==> src/rtl/code_fetch_arbiter_pkg.sv <==
// code_fetch_arbiter_pkg: shared constants and types
// for the code-fetch port arbiter.
package code_fetch_arbiter_pkg;

  localparam int BEATS_DEF = 32;
  localparam logic [3:0] CF_PFX = 4'hA;
  localparam int TAG_LAST = 2;
  localparam int TAG_ID_HI = 1;
  localparam int TAG_ID_LO = 0;

  typedef enum logic {
    IDLE,
    BURST
  } state_t;

endpackage

==> src/rtl/code_fetch_arbiter_if.sv <==
// code_fetch_arbiter_if: prefetcher-side, translation-side
// and return-path signals of the arbiter.
interface code_fetch_arbiter_if #(
  parameter int N = 2
);
  import code_fetch_arbiter_pkg::*;

  logic [N-1:0]    ACTI;
  logic [N*37-1:0] OFFSETI;
  logic [N*3-1:0]  TAGI;
  logic [N-1:0]    NEXTO;
  logic            ACT;
  logic [36:0]     OFFSET;
  logic [2:0]      TAGo;
  logic            NEXT;
  logic            DRDY;
  logic [8:0]      TAGi;
  logic [63:0]     DTi;
  logic [N-1:0]    DRDYO;
  logic [8:0]      TAGRO;
  logic [63:0]     DTRO;
  logic [1:0]      GNT;
  logic            BUSY;
  logic            SEQERR;

  modport slave (
    input  ACTI, OFFSETI, TAGI, NEXT,
    input  DRDY, TAGi, DTi,
    output NEXTO, ACT, OFFSET, TAGo,
    output DRDYO, TAGRO, DTRO,
    output GNT, BUSY, SEQERR
  );

  modport master (
    output ACTI, OFFSETI, TAGI, NEXT,
    output DRDY, TAGi, DTi,
    input  NEXTO, ACT, OFFSET, TAGo,
    input  DRDYO, TAGRO, DTRO,
    input  GNT, BUSY, SEQERR
  );

endinterface

==> src/rtl/code_fetch_arbiter_rr_pick.sv <==
// rr_pick: first set request at or above ptr,
// wrapping modulo N.
module rr_pick #(
  parameter int N = 2
) (
  input  logic [N-1:0] req,
  input  logic [1:0]   ptr,
  output logic [1:0]   idx,
  output logic         vld
);

  int best;

  // pick the requester with the smallest rotated distance from ptr
  always_comb begin
    idx  = '0;
    vld  = |req;
    best = N;
    for (int j = 0; j < N; j++) begin
      if (req[j] && ((j - int'(ptr) + N) % N) < best) begin
        best = (j - int'(ptr) + N) % N;
        idx  = 2'(j);
      end
    end
  end

endmodule

==> src/rtl/code_fetch_arbiter.sv <==
// code_fetch_arbiter: round-robin burst arbiter for the
// shared code-fetch port, with tagged return routing.
module code_fetch_arbiter
  import code_fetch_arbiter_pkg::*;
#(
  parameter int N     = 2,
  parameter int BEATS = BEATS_DEF
) (
  input logic CLK,
  input logic RESET,
  code_fetch_arbiter_if.slave bus
);

  localparam int CW = (BEATS > 1) ? $clog2(BEATS) : 1;

  state_t        st, st_nx;
  logic [1:0]    g, g_nx, ptr, ptr_nx;
  logic [CW-1:0] cnt, cnt_nx;
  logic          seqerr, err_nx;
  logic [1:0]    pick;
  logic          pick_vld;
  logic [3:0]    acti4, lastv, nexto4, drdyo4, drdyo_nx;
  logic [36:0]   offs [4];
  logic          act_g, last_beat, busy, beat;
  logic          code, rtn_bad;
  logic [1:0]    rid;
  logic [8:0]    tagro;
  logic [63:0]   dtro;
  logic          unused_tag;

  assign unused_tag = ^bus.TAGI;

  for (genvar k = 0; k < 4; k++) begin : g_pad
    if (k < N) begin : g_on
      assign acti4[k] = bus.ACTI[k];
      assign lastv[k] = bus.TAGI[3*k+TAG_LAST];
      assign offs[k]  = bus.OFFSETI[37*k +: 37];
    end else begin : g_off
      assign acti4[k] = 1'b0;
      assign lastv[k] = 1'b0;
      assign offs[k]  = '0;
    end
  end

  rr_pick #(.N(N)) u_pick (
    .req (bus.ACTI),
    .ptr (ptr),
    .idx (pick),
    .vld (pick_vld)
  );

  assign busy      = (st == BURST);
  assign act_g     = acti4[g];
  assign last_beat = (cnt == CW'(BEATS-1));
  assign beat      = busy & act_g & bus.NEXT;

  assign code = (bus.TAGi[8:5] == CF_PFX);
  assign rid  = bus.TAGi[TAG_ID_HI:TAG_ID_LO];
  assign rtn_bad = bus.DRDY & code & (int'(rid) >= N);

  // grant, beat counting and protocol checks
  always_comb begin
    st_nx  = st;
    g_nx   = g;
    ptr_nx = ptr;
    cnt_nx = cnt;
    err_nx = seqerr | rtn_bad;
    unique case (st)
      IDLE: begin
        if (pick_vld) begin
          g_nx   = pick;
          ptr_nx = 2'((int'(pick) + 1) % N);
          st_nx  = BURST;
        end
      end
      BURST: begin
        if (!act_g) begin
          if (cnt != '0) err_nx = 1'b1;
          cnt_nx = '0;
          st_nx  = IDLE;
        end else if (bus.NEXT) begin
          if (lastv[g] != last_beat) err_nx = 1'b1;
          if (last_beat) begin
            cnt_nx = '0;
            st_nx  = IDLE;
          end else begin
            cnt_nx = cnt + CW'(1);
          end
        end
      end
      default: st_nx = IDLE;
    endcase
  end

  // FSM and grant state
  always_ff @(posedge CLK or posedge RESET) begin
    if (RESET) begin
      st     <= IDLE;
      g      <= '0;
      ptr    <= '0;
      cnt    <= '0;
      seqerr <= 1'b0;
    end else begin
      st     <= st_nx;
      g      <= g_nx;
      ptr    <= ptr_nx;
      cnt    <= cnt_nx;
      seqerr <= err_nx;
    end
  end

  // beat accept steered to the owner only
  always_comb begin
    nexto4 = '0;
    if (beat) nexto4[g] = 1'b1;
  end

  // return routing: one-hot for code tags, broadcast otherwise
  always_comb begin
    drdyo4   = '0;
    drdyo_nx = '0;
    if (bus.DRDY) begin
      if (code) begin
        if (!rtn_bad) drdyo4[rid] = 1'b1;
        drdyo_nx = drdyo4;
      end else begin
        drdyo_nx = '1;
      end
    end
  end

  // registered return path
  always_ff @(posedge CLK or posedge RESET) begin
    if (RESET) begin
      bus.DRDYO <= '0;
      tagro     <= '0;
      dtro      <= '0;
    end else begin
      bus.DRDYO <= drdyo_nx[N-1:0];
      if (bus.DRDY) begin
        tagro <= code ? {bus.TAGi[8:2], 2'b00} : bus.TAGi;
        dtro  <= bus.DTi;
      end
    end
  end

  assign bus.NEXTO  = nexto4[N-1:0];
  assign bus.ACT    = busy & act_g;
  assign bus.OFFSET = offs[g];
  assign bus.TAGo   = {lastv[g], g};
  assign bus.TAGRO  = tagro;
  assign bus.DTRO   = dtro;
  assign bus.GNT    = g;
  assign bus.BUSY   = busy;
  assign bus.SEQERR = seqerr;

endmodule
==> src/flat_wrapper.sv <==
// flat-port wrapper written by rule: the top's interface ports become plain ports
module code_fetch_arbiter_flat import code_fetch_arbiter_pkg::*;
#(
  parameter int N     = 2,
  parameter int BEATS = BEATS_DEF
)
  (CLK, RESET, bus_ACTI, bus_OFFSETI, bus_TAGI, bus_NEXT, bus_DRDY, bus_TAGi, bus_DTi, bus_NEXTO, bus_ACT, bus_OFFSET, bus_TAGo, bus_DRDYO, bus_TAGRO, bus_DTRO, bus_GNT, bus_BUSY, bus_SEQERR);
  code_fetch_arbiter_if #(.N(N)) bus_i ();
  input logic CLK;
  input logic RESET;
  input wire logic [$bits(bus_i.ACTI)-1:0] bus_ACTI;
  input wire logic [$bits(bus_i.OFFSETI)-1:0] bus_OFFSETI;
  input wire logic [$bits(bus_i.TAGI)-1:0] bus_TAGI;
  input wire logic [$bits(bus_i.NEXT)-1:0] bus_NEXT;
  input wire logic [$bits(bus_i.DRDY)-1:0] bus_DRDY;
  input wire logic [$bits(bus_i.TAGi)-1:0] bus_TAGi;
  input wire logic [$bits(bus_i.DTi)-1:0] bus_DTi;
  output wire logic [$bits(bus_i.NEXTO)-1:0] bus_NEXTO;
  output wire logic [$bits(bus_i.ACT)-1:0] bus_ACT;
  output wire logic [$bits(bus_i.OFFSET)-1:0] bus_OFFSET;
  output wire logic [$bits(bus_i.TAGo)-1:0] bus_TAGo;
  output wire logic [$bits(bus_i.DRDYO)-1:0] bus_DRDYO;
  output wire logic [$bits(bus_i.TAGRO)-1:0] bus_TAGRO;
  output wire logic [$bits(bus_i.DTRO)-1:0] bus_DTRO;
  output wire logic [$bits(bus_i.GNT)-1:0] bus_GNT;
  output wire logic [$bits(bus_i.BUSY)-1:0] bus_BUSY;
  output wire logic [$bits(bus_i.SEQERR)-1:0] bus_SEQERR;
  assign bus_i.ACTI = bus_ACTI;
  assign bus_i.OFFSETI = bus_OFFSETI;
  assign bus_i.TAGI = bus_TAGI;
  assign bus_i.NEXT = bus_NEXT;
  assign bus_i.DRDY = bus_DRDY;
  assign bus_i.TAGi = bus_TAGi;
  assign bus_i.DTi = bus_DTi;
  assign bus_NEXTO = bus_i.NEXTO;
  assign bus_ACT = bus_i.ACT;
  assign bus_OFFSET = bus_i.OFFSET;
  assign bus_TAGo = bus_i.TAGo;
  assign bus_DRDYO = bus_i.DRDYO;
  assign bus_TAGRO = bus_i.TAGRO;
  assign bus_DTRO = bus_i.DTRO;
  assign bus_GNT = bus_i.GNT;
  assign bus_BUSY = bus_i.BUSY;
  assign bus_SEQERR = bus_i.SEQERR;
  code_fetch_arbiter #(.N(N), .BEATS(BEATS)) u_core (.CLK(CLK), .RESET(RESET), .bus(bus_i));
endmodule
==> config.mk <==
export PLATFORM = sky130hd
export DESIGN_NAME = code_fetch_arbiter_flat
export DESIGN_NICKNAME = d
export VERILOG_FILES = /design/src/rtl/code_fetch_arbiter_pkg.sv /design/src/rtl/code_fetch_arbiter_if.sv /design/src/rtl/code_fetch_arbiter_rr_pick.sv /design/src/rtl/code_fetch_arbiter.sv /design/src/flat_wrapper.sv
export SDC_FILE = /design/constraint.sdc
export NUM_CORES = 1
export LEC_CHECK = 0
export BUFFER_PORTS_ARGS = -buffer_cell sky130_fd_sc_hd__buf_2
export CORE_AREA = 5 5 105 107
export CTS_CLUSTER_SIZE = 12
export DETAILED_ROUTE_END_ITERATION = 10
export DIE_AREA = 0 0 110 112
export GPL_TIMING_DRIVEN = 0
export PLACE_DENSITY = 0.77
export SLEW_MARGIN = 20
export SYNTH_ARGS = -nofsm -noshare
export SYNTH_HDL_FRONTEND = slang
export SYNTH_SLANG_ARGS = --single-unit
==> constraint.sdc <==
create_clock -name CLK -period 5.7 [get_ports CLK]
set_input_delay 0.285 -clock CLK [delete_from_list [all_inputs] [get_ports CLK]]
set_output_delay 0.285 -clock CLK [all_outputs]
set_load 0.005 [all_outputs]
Yosys cells after proc, flatten, opt, wreduce, memory -nomap -nowiden
Cells that the tools add are included.

Mux-type cells: 31. Bitwise gates (word level): 10. Equality and inequality tests: 4. $lt $le $gt $ge: 8. $add $sub $neg: 6. Reduce and logical (&&, ||, !) cells: 8.

Operator list (number): binary-select mux 37 bit (select 2 bit) (1); two-way mux 37 bit (2); < comparator 2 x 32 -> 1 bit (1); two-way mux 32 bit (1); two-way mux 5 bit (3); two-way mux 1 bit (14); two-way mux 2 bit (5); < comparator 2 x 3 -> 1 bit, second input constant (3); adder 3 x 3 -> 4 bit, second input constant (2); AND 1 bit (6); subtractor 1 x 2 -> 3 bit, first input constant (2); adder 5 x 1 -> 5 bit, second input constant (1); == test 5 bit, second input constant (1); nonzero test 5 bit (1); binary-select mux 1 bit (select 2 bit) (2); demux 1 bit (select 2 bit) (2); == test 4 bit, second input constant (1); >= comparator 2 x 1 -> 1 bit, second input constant (2); logical AND 1 bit (4); AND reduction 2 bit (2); >= comparator 3 bit, second input constant (1); NOT 2 -> 3 bit (1); >= comparator 2 bit, second input constant (1); inequality test 2 bit, second input constant (1); other kinds (7) (7).

Flip-flop bits (word level): 86. Logic and storage cells: 75. Input bits: 159. Output and inout port bits: 122.

Logic depth before layout (Yosys ltp)
Gate-level depths: netlist of run 1.

Word-level depth: 11. Depth in mapped cells: 6. Gate-level depth less buffers: 6.

Modules after synthesis
A second synthesis of run 1 with hierarchy kept.

Cell total of the unflattened synthesis: 318. Area total of the unflattened synthesis: 4008.8 sq um.

By module, submodules not included: code_fetch_arbiter (area each 3977.6 sq um, times used 1, seq. area each 2127.0 sq um, cells each 313); rr_pick (area each 31.3 sq um, times used 1, seq. area each 0.0 sq um, cells each 5).

Worst setup path after synthesis of run 1
OpenSTA, ideal clock, no wires.

Path kind: reg-to-reg. From: register u_core.cnt[0]. To: register u_core.cnt[3]. Arrival time: 1.578 ns. Required time: 5.636 ns. Period minus slack after synthesis: 1.642 ns. Path buffers: 0. Cell stages (with the launch flop): 7. Library setup time: 0.064 ns. Path slack: 4.058 ns. Path through: dfrtp_1 > ha_1 > and3_1 > ha_1 > and3b_1 > nor4b_1 > a211o_1.

Cells in the longest elaborated chain, start to end: 4. Elaborated cells between the ends (all ways): 5. Classes of those cells: add/sub: 1; eq/ne: 1; mux: 3.

RTL lines: from (decl) (RTL line code_fetch_arbiter.sv:18) `logic [CW-1:0] cnt, cnt_nx;`; from (signal assigned) (RTL line code_fetch_arbiter.sv:107) `cnt <= cnt_nx;`; adder 5 x 1 -> 5 bit or == test 5 bit (tied branches) (RTL line code_fetch_arbiter.sv:87, code_fetch_arbiter.sv:54); two-way mux 5 bit * (RTL line code_fetch_arbiter.sv:83) `if (last_beat) begin`; two-way mux 5 bit * (RTL line code_fetch_arbiter.sv:81) `end else if (bus.NEXT) begin`; two-way mux 5 bit * (RTL line code_fetch_arbiter.sv:77) `if (!act_g) begin`.

Every way passes the cells marked *; elsewhere a longest branch is shown, timed or not. The select of a mux whose other input is x is not followed. A chain may end at the register's enable or synchronous reset.

Final worst setup path of run 1
From: register u_core.g[0] (netlist: u_core.bus.GNT[0]). To: output port bus_OFFSET[20].

Cells in the longest elaborated chain, start to end: 4.

RTL lines: from (decl) (RTL line code_fetch_arbiter.sv:17) `logic [1:0] g, g_nx, ptr, ptr_nx;`; from (signal assigned) (RTL line code_fetch_arbiter.sv:105) `g <= g_nx;`; NOT 2 -> 3 bit (implied by the code) (RTL line code_fetch_arbiter.sv:149) `assign bus.OFFSET = offs[g];`; binary-select mux 37 bit (select 2 bit) (RTL line code_fetch_arbiter.sv:149); two-way mux 37 bit (implied by the code) (2 in series) (RTL line code_fetch_arbiter.sv:149); to (decl) (RTL line flat_wrapper.sv:20) `output wire logic [$bits(bus_i.OFFSET)-1:0] bus_OFFSET;`.

No other way between the ends. The select of a mux whose other input is x is not followed.

==> results of run 1 <==
per-layer routing:
layer	track usage	wire (um)	share of wire	vias to the layer above
met2	0.309	5880	0.52	126
met3	0.0475	846	0.075	18
met1	0.220	4400	0.39	1555
li1	-	-	-	1521
met5	0	0	0	-
met4	0.0607	216	0.019	0
kinds of logic (layout without fill, tap and decap cells):
logic type               count (synthesis)  after routing  share of synthesized area
buffers and inverters                   23            313                     0.0315
XOR/XNOR                                 1              1                    0.00230
multiplexers                           110            110                      0.328
other                                    1              3                   0.000985
AO/OA/AOI/OAI                           22             22                     0.0414
flip-flops                              84             84                      0.552
adder cells (fa/ha/maj)                  3              3                    0.00986
AND/OR/NAND/NOR                         22             22                     0.0335
cell usage in the layout (no fill, tap or decap), types with 2 or more instances in the layout:
master,instances
buf_2,285
mux2_2,109
dfrtp_1,84
clkbuf_8,10
nor2_1,7
inv_1,6
o21ai_0,4
a22o_1,4
a21oi_1,3
nand2b_1,3
nand3_1,3
ha_1,3
buf_4,3
clkinv_4,3
a31oi_1,2
o2bb2ai_1,2
nand2_1,2
conb_1,2
area by class of cell:
| class | count | area [sq um] |
|---|---|---|
| Clock buffer | 10 | 138 |
| Timing Repair Buffer | 274 | 1390 |
| Inverter | 7 | 28.8 |
| Fill cell | 920 | 4480 |
| Buffer | 16 | 93.8 |
| Clock inverter | 6 | 58.8 |
| Sequential cell | 84 | 2100 |
| Multi-Input combinational cell | 160 | 1590 |
| Tap cell | 136 | 170 |
| Antenna cell | 1 | 2.50 |
registers in the layout (all words and copies together) (netlist names):
| name | flops |
|---|---|
| u_core.bus.GNT | 1 |
| u_core.bus.DTRO | 64 |
| u_core.cnt | 5 |
| u_core.bus.SEQERR | 1 |
| u_core.bus.TAGRO | 9 |
| u_core.bus.BUSY | 1 |
| u_core.bus.DRDYO | 2 |
| u_core.ptr | 1 |
per-stage QoR:
step / area [sq um] / hold WS (ns) / utilization
global route: 5570 / 0.0561 / 0.554
CTS: 5570 / 0.0256 / 0.554
finish: 5570 / 0.0252 / 0.554
detailed placement: 5370 / 0.419 / 0.535
floorplan: 3810 / 0.392 / -
global placement: 5350 / 0.466 / 0.532
worst max-delay path: cells and delay by family, from the launching register on:
family | cells | cell delay (ns)
flip-flops | 1 | 0.38
buffers and inverters | 3 | 0.55
multiplexers | 1 | 0.39
power by group through the flow:
stage / registers (mW) / logic (mW) / clock network [mW]
floorplan: 0.728 / 0.336 / 0
global placement: 0.724 / 0.599 / 0
detailed placement: 0.727 / 0.616 / 0
CTS: 0.716 / 0.617 / 0.422
global route: 0.727 / 0.667 / 0.449
finish: 0.715 / 0.609 / 0.402
final timing paths:
| check | from | cells after the start | end | slack [ns] |
|---|---|---|---|---|
| min in group CLK | bus_TAGi[0] | 2 | u_core.bus.DRDYO[0]$_DFF_PP0_ | 0.16 |
| max in group asynchronous | RESET | 3 | u_core.bus.DTRO[26]$_DFFE_PP0P_ | 5.06 |
| max reg2reg | u_core.cnt[0]$_DFFE_PP0P_ | 6 | u_core.cnt[3]$_DFFE_PP0P_ | 3.92 |
| max | u_core.bus.GNT[0]$_DFFE_PP0P_ | 4 | bus_OFFSET[20] | 3.76 |
| min reg2reg | u_core.ptr[0]$_DFFE_PP0P_ | 1 | u_core.ptr[0]$_DFFE_PP0P_ | 0.48 |
| min | RESET | 2 | u_core.bus.DTRO[9]$_DFFE_PP0P_ | 0.03 |
==> metrics.txt, run 1 <==
# TYPE chip_impl_metric gauge
chip_impl_info{name="timing.critical_path.mode_cell",value="buf_2"} 1
chip_impl_metric{name="post_cts_buffers",unit=""} 0
chip_impl_metric{name="drt-vias-per-instance",unit=""} 4.64
chip_impl_metric{name="final.min_clock_period",unit="ns"} 1.94
chip_impl_metric{name="floorplan.die.width",unit="um"} 110
chip_impl_metric{name="rows",unit=""} 37
chip_impl_metric{name="die_h",unit="um"} 112
chip_impl_metric{name="max_freq",unit="MHz"} 515
chip_impl_metric{name="initial_antenna_violation_count",unit=""} 1
chip_impl_info{name="yosys-top-cells-area",value="dfrtp_1 55%, mux2_2 32%, buf_2 1.6%, ha_1 0.99%, a22o_1 0.92%"} 1
chip_impl_metric{name="report.final.slew_viol_count",unit=""} 0
chip_impl_metric{name="grt_first_pass_wirelength",unit="um"} 17500
chip_impl_info{name="critical-path-slowest-cell",value="mux2_2"} 1
chip_impl_metric{name="netlist_area",unit="sq um"} 3810
chip_impl_metric{name="grt_pass1_vias",unit=""} 3474
chip_impl_metric{name="fp.coreArea",unit="sq um"} 10000
chip_impl_metric{name="timing.critical_path.required",unit="ns"} 5.41
chip_impl_metric{name="finalSetupViolations",unit=""} 0
chip_impl_metric{name="initial_utilization",unit=""} 0.379
chip_impl_info{name="outcome",value="finished clean"} 1
chip_impl_metric{name="vdd.ir_drop.worst",unit="uV"} 190
chip_impl_metric{name="cts_num_sinks",unit=""} 84
chip_impl_metric{name="timing.critical_path.arrival",unit="ns"} 1.66
chip_impl_metric{name="largest_net_degree_at_the_start_of_global_routing",unit=""} 49
chip_impl_metric{name="synth-seq-area-share",unit=""} 0.552
chip_impl_metric{name="h_tree_depth_reported_by_cts",unit=""} 3
chip_impl_info{name="rsz0062_at_grt",value="no"} 1
chip_impl_info{name="ys_dominant_reg_cell",value="dfrtp_1"} 1
chip_impl_metric{name="cts.path.max_buffers",unit=""} 2
chip_impl_metric{name="grtUsageTotal",unit=""} 0.182
chip_impl_metric{name="placedCellCount",unit=""} 677
chip_impl_metric{name="library_cells_used_by_synthesis",unit=""} 33
chip_impl_metric{name="post_synth_edffs",unit=""} 0
chip_impl_info{name="yosys.cell_count.top_type",value="mux2_2"} 1
chip_impl_metric{name="route.vias.total",unit=""} 3220
chip_impl_metric{name="tns",unit="ns"} 0
chip_impl_metric{name="gpl.final_weighted_congestion",unit=""} 0.883
chip_impl_metric{name="max_slew_headroom_at_the_worst_pin",unit=""} 0.591
chip_impl_metric{name="avgSynthCellArea",unit="sq um"} 14.3
chip_impl_metric{name="p_clk_frac",unit=""} 0.233
chip_impl_metric{name="synth_cells",unit=""} 266
chip_impl_metric{name="initialDrtViolationCount",unit=""} 102
chip_impl_metric{name="synth.ff_latch_count",unit=""} 84
chip_impl_metric{name="worst-path-max-fanout",unit=""} 10
chip_impl_info{name="holdCritPathClass",value="input pin to async pin"} 1
chip_impl_metric{name="internal_power",unit="mW"} 1.19
chip_impl_metric{name="report.final.hold_viol_count",unit=""} 0
chip_impl_metric{name="clock-skew-final",unit="ns"} 0.00613
chip_impl_info{name="crit_path_cell_trace",value="buf_6 -> buf_2 -> mux2_2 -> buf_2"} 1
chip_impl_metric{name="postRouteAntennaNets",unit=""} 0
chip_impl_metric{name="yosysWarningCount",unit=""} 0
chip_impl_metric{name="cts-hold-fix-buffers",unit=""} 0
chip_impl_metric{name="timing.final.crit_share",unit=""} 0.341
chip_impl_metric{name="p_switching",unit="mW"} 0.541
chip_impl_metric{name="cts_resized",unit=""} 0
chip_impl_metric{name="async_flop_share",unit=""} 1.00
chip_impl_metric{name="drt-wirelength-per-cell",unit="um"} 16.3
chip_impl_metric{name="totalPowerFinal",unit="mW"} 1.73
chip_impl_info{name="synth_largest_area_cell",value="dfrtp_1"} 1
chip_impl_metric{name="switching_share_of_power",unit=""} 0.313
chip_impl_info{name="critPathLaunchType",value="flip-flop"} 1
chip_impl_metric{name="floorplan.die_area",unit="sq um"} 12300
chip_impl_metric{name="globalRoute.totalOverflow",unit=""} 0
chip_impl_metric{name="totalWireLength",unit="um"} 11300
chip_impl_metric{name="cts_made_buffers",unit=""} 9
chip_impl_metric{name="stdcell_count",unit=""} 694
chip_impl_metric{name="cellLeakagePower",unit="nW"} 2.85
chip_impl_info{name="clock_tree_from_tritoncts",value="done"} 1
chip_impl_metric{name="port_buffer_count",unit=""} 273
chip_impl_info{name="cts.root.buffer_cell",value="clkbuf_8"} 1
chip_impl_metric{name="maxCapViolCount",unit=""} 0
chip_impl_info{name="endpoint_kind",value="output port"} 1
chip_impl_info{name="criticalPathCategory",value="flip-flop to output port"} 1
chip_impl_metric{name="place.detailed.hpwl",unit="um"} 9520
chip_impl_metric{name="slowest_cell_delay_on_critical_path",unit="ns"} 0.39
chip_impl_metric{name="top_level_ports",unit=""} 281
chip_impl_metric{name="route.detailed.drc",unit=""} 0
chip_impl_metric{name="final_nets",unit=""} 714
chip_impl_metric{name="pwr-share-comb",unit=""} 0.353
chip_impl_metric{name="sequentialPowerShare",unit=""} 0.414
chip_impl_info{name="commonest_cells_post_synth",value="109 x mux2_2, 84 x dfrtp_1, 12 x buf_2, 7 x inv_1, 7 x nor2_1"} 1
chip_impl_metric{name="area_growth_syn_to_layout",unit="%"} 46.3
chip_impl_metric{name="layout-drive-gt1-share",unit=""} 0.754
chip_impl_metric{name="worst-slew-pin-transition",unit="ns"} 0.613
chip_impl_metric{name="pwr_density_cell",unit="nW/um^2"} 310
chip_impl_metric{name="clk_pin_slew_worst_paths",unit="ns"} 0.09
chip_impl_metric{name="fin_ws",unit="ns"} 3.76
chip_impl_metric{name="dp_slack",unit="ns"} 3.93
chip_impl_metric{name="synth_largest_type_area_fraction",unit=""} 0.552
chip_impl_metric{name="detail_route.first_pass.iterations",unit=""} 4
chip_impl_metric{name="worstSkewPairLatency",unit="ns"} 0.34
No activity file was read; power rests on OpenSTA's default activity.
==> run 2: changes to the inputs <==
CORE_AREA = not set   (was 5 5 105 107)
CORE_ASPECT_RATIO = 1.2   (was not set)
CORE_MARGIN = 5   (was not set)
CORE_UTILIZATION = 37   (was not set)
DIE_AREA = not set   (was 0 0 110 112)
clock period = 1.7 ns   (was 5.7 ns; I/O delays follow)
==> run 2 against run 1 <==
  * Non-clock buffer count rose by 76
  * Sequential power rose to 3.4 times the previous value
  * Register-to-register slack got worse by 3.9 ns
  * Sequential cell count did not move
  * First-iteration DRC count fell by 30%
  * Global-route usage rose by 2.1 points
  * Design area rose by 17%
  * Combinational power rose to 3.8 times the previous value
  * Routed wire length rose by 16%
  * Critical path depth rose by 2
  * Core utilization rose by 9.2 points
==> metrics.txt, run 2 (synthesis gave the netlist of run 1 again) <==
# TYPE chip_impl_metric gauge
chip_impl_metric{name="route.vias.total",unit=""} 3578
chip_impl_info{name="timing.critical_path.max_delay_family",value="simple AND/OR/NAND/NOR gates"} 1
chip_impl_metric{name="initialDrtViolationCount",unit=""} 71
chip_impl_metric{name="clock-skew-final",unit="ns"} 0.000762
chip_impl_metric{name="report.final.hold_viol_count",unit=""} 0
chip_impl_metric{name="final_nets",unit=""} 790
chip_impl_metric{name="worst-path-max-fanout",unit=""} 6
chip_impl_metric{name="layout-drive-gt1-share",unit=""} 0.673
chip_impl_metric{name="area_growth_syn_to_layout",unit="%"} 70.8
chip_impl_metric{name="worst-path-buf-inv",unit=""} 0
chip_impl_metric{name="fin_ws",unit="ns"} 0.0489
chip_impl_info{name="most-common-layout-cells",value="281 x buf_2, 109 x mux2_2, 84 x dfrtp_1, 72 x dlygate4sd3_1, 9 x clkbuf_16"} 1
chip_impl_metric{name="worstSkewPairLatency",unit="ns"} 0.32
chip_impl_info{name="critical-path-slowest-cell",value="dfrtp_1"} 1
chip_impl_metric{name="pwr-share-comb",unit=""} 0.332
chip_impl_metric{name="h_tree_depth_reported_by_cts",unit=""} 3
chip_impl_info{name="holdCritPathClass",value="input pin to flip-flop"} 1
chip_impl_metric{name="finalSetupViolations",unit=""} 0
chip_impl_metric{name="sequentialPowerShare",unit=""} 0.348
chip_impl_metric{name="largest_register_ffs",unit=""} 64
chip_impl_info{name="clock_tree_from_tritoncts",value="done"} 1
chip_impl_metric{name="timing.critical_path.arrival",unit="ns"} 1.86
chip_impl_metric{name="p_clk_frac",unit=""} 0.320
chip_impl_metric{name="die_h",unit="um"} 121
chip_impl_metric{name="initial_antenna_violation_count",unit=""} 1
chip_impl_metric{name="port_buffer_count",unit=""} 273
chip_impl_info{name="criticalPathCategory",value="flip-flop to flip-flop"} 1
chip_impl_metric{name="vdd.ir_drop.worst",unit="uV"} 500
chip_impl_metric{name="cts.path.max_buffers",unit=""} 2
chip_impl_metric{name="floorplan.die_area",unit="sq um"} 12400
chip_impl_metric{name="rows",unit=""} 40
chip_impl_metric{name="internal_power",unit="mW"} 5.01
chip_impl_info{name="outcome",value="finished clean"} 1
chip_impl_metric{name="postRouteAntennaNets",unit=""} 0
chip_impl_metric{name="grtUsageTotal",unit=""} 0.202
chip_impl_metric{name="detail_route.first_pass.iterations",unit=""} 4
chip_impl_metric{name="timing.critical_path.required",unit="ns"} 1.91
chip_impl_metric{name="fillers",unit=""} 741
chip_impl_metric{name="gpl.final_weighted_congestion",unit=""} 0.855
chip_impl_metric{name="totalWireLength",unit="um"} 13100
chip_impl_metric{name="slowest_cell_delay_on_critical_path",unit="ns"} 0.37
chip_impl_metric{name="whs",unit="ns"} 0.00959
chip_impl_metric{name="cellLeakagePower",unit="nW"} 3.24
chip_impl_metric{name="initial_utilization",unit=""} 0.378
chip_impl_info{name="cts.root.buffer_cell",value="clkbuf_16"} 1
chip_impl_metric{name="cts_num_sinks",unit=""} 84
chip_impl_info{name="crit_path_cell_trace",value="ha_2 -> and3_1 -> ha_4 -> and3b_1 -> nor4b_2 -> a211o_1"} 1
chip_impl_info{name="critPathLaunchType",value="flip-flop"} 1
chip_impl_metric{name="top_level_ports",unit=""} 281
chip_impl_metric{name="report.final.slew_viol_count",unit=""} 0
chip_impl_metric{name="pwr_density_cell",unit="nW/um^2"} 1060
chip_impl_metric{name="max_freq",unit="MHz"} 606
chip_impl_metric{name="final.min_clock_period",unit="ns"} 1.65
chip_impl_metric{name="switching_share_of_power",unit=""} 0.275
chip_impl_metric{name="route.detailed.drc",unit=""} 0
chip_impl_metric{name="fp.coreArea",unit="sq um"} 10100
chip_impl_metric{name="grt_first_pass_wirelength",unit="um"} 19500
chip_impl_info{name="endpoint_kind",value="flip-flop"} 1
chip_impl_metric{name="largest_net_degree_at_the_start_of_global_routing",unit=""} 36
chip_impl_metric{name="drt-wirelength-per-cell",unit="um"} 17.3
chip_impl_metric{name="reg2reg_slack",unit="ns"} 0.05
chip_impl_metric{name="timing.final.crit_share",unit=""} 0.971
chip_impl_metric{name="totalPowerFinal",unit="mW"} 6.91
chip_impl_metric{name="grt_pass1_vias",unit=""} 3923
chip_impl_metric{name="p_switching",unit="mW"} 1.90
chip_impl_metric{name="place.detailed.hpwl",unit="um"} 9420
chip_impl_metric{name="post_dp_area",unit="sq um"} 5380
chip_impl_metric{name="cts_made_buffers",unit=""} 9
chip_impl_metric{name="dp_slack",unit="ns"} -0.0749
chip_impl_metric{name="clk_pin_slew_worst_paths",unit="ns"} 0.06
chip_impl_metric{name="post-route-cell-area",unit="sq um"} 6500
chip_impl_info{name="layout.cells.most_common",value="buf_2"} 1
chip_impl_metric{name="globalRoute.totalOverflow",unit=""} 0
chip_impl_metric{name="maxCapViolCount",unit=""} 0
chip_impl_metric{name="drt-vias-per-instance",unit=""} 4.71
chip_impl_metric{name="floorplan.die.width",unit="um"} 103
-- run 2: changes by cell type in the layout (fill, tap and decap cells not counted), moves of 2 or more --
cell | before | now
clkbuf_8 | 10 | 0
clkinv_4 | 3 | 0
buf_4 | 3 | 8
buf_2 | 285 | 281
clkbuf_4 | 0 | 2
dlygate4sd3_1 | 0 | 72
bufinv_16 | 0 | 3
ha_1 | 3 | 1
clkbuf_16 | 0 | 9
clkbuf_1 | 0 | 2
-- run 2: cell type report --
cell class              count  area (sq um)  share of cell area
multi-input cells         160          1620               0.248
repair buffers            350          2150               0.331
clock buffers              11           233              0.0358
inverters                   7          30.0             0.00462
diodes                      1          2.50            0.000385
flip-flops and latches     84          2100               0.323
well taps                 126           158              0.0242
clock inverters             5           108              0.0166
plain buffers              16           104              0.0160
-- run 2: path summary, 6_finish.rpt --
| check | end | from | cells after the start |
|---|---|---|---|
| worst max-delay path | u_core.cnt[3]$_DFFE_PP0P_ | u_core.cnt[1]$_DFFE_PP0P_ | 6 |
| worst min-delay path | u_core.bus.DTRO[23]$_DFFE_PP0P_ | bus_DTi[23] | 2 |
| worst max register to register | u_core.cnt[3]$_DFFE_PP0P_ | u_core.cnt[1]$_DFFE_PP0P_ | 6 |
| worst min register to register | u_core.ptr[0]$_DFFE_PP0P_ | u_core.ptr[0]$_DFFE_PP0P_ | 1 |
| max in group asynchronous | u_core.bus.DTRO[55]$_DFFE_PP0P_ | RESET | 4 |
| min in group asynchronous | u_core.bus.DTRO[17]$_DFFE_PP0P_ | RESET | 3 |
-- run 2: repair_timing --
action / CTS / global route
hold endpoints to repair: 88 / 0
setup buffers: 3 / 0
endpoints found under the setup margin: 38 / 17
hold buffers: 72 / 0
resized for setup: 4 / 5
-- run 2: power groups by stage --
| stage | sequential [mW] | combinational [mW] | clock [mW] |
|---|---|---|---|
| floorplan | 2.44 | 1.13 | 0 |
| global placement | 2.43 | 1.99 | 0 |
| detailed placement | 2.45 | 2.04 | 0 |
| CTS | 2.39 | 2.27 | 2.27 |
| global route | 2.43 | 2.48 | 2.34 |
| finish | 2.40 | 2.30 | 2.22 |
-- run 2: routing by layer --
layer / global-route usage / vias to the layer above / wire length (um)
li1: - / 1678 / -
met1: 0.237 / 1737 / 5060
met2: 0.351 / 134 / 6990
met3: 0.0362 / 29 / 703
met4: 0.0976 / 0 / 378
met5: 0 / - / 0
-- run 2: metrics by stage --
stage / TNS, ns / cells / util
2_1_floorplan: 0 / 267 / -
3_3_place_gp: -0.0662 / 666 / 0.531
3_5_place_dp: -0.0749 / 668 / 0.535
4_1_cts: 0 / 759 / 0.644
5_1_grt: -0.0180 / 760 / 0.646
6_report: 0 / 760 / 0.646
-- run 2: worst register-to-register path: cells and delay by family (launching register included) --
kind / cells / cell delay [ns]
DFF: 1 / 0.37
AOI/OAI and AO/OA: 1 / 0.23
and+or+nand+nor: 3 / 0.55
adders and majority gates: 2 / 0.38
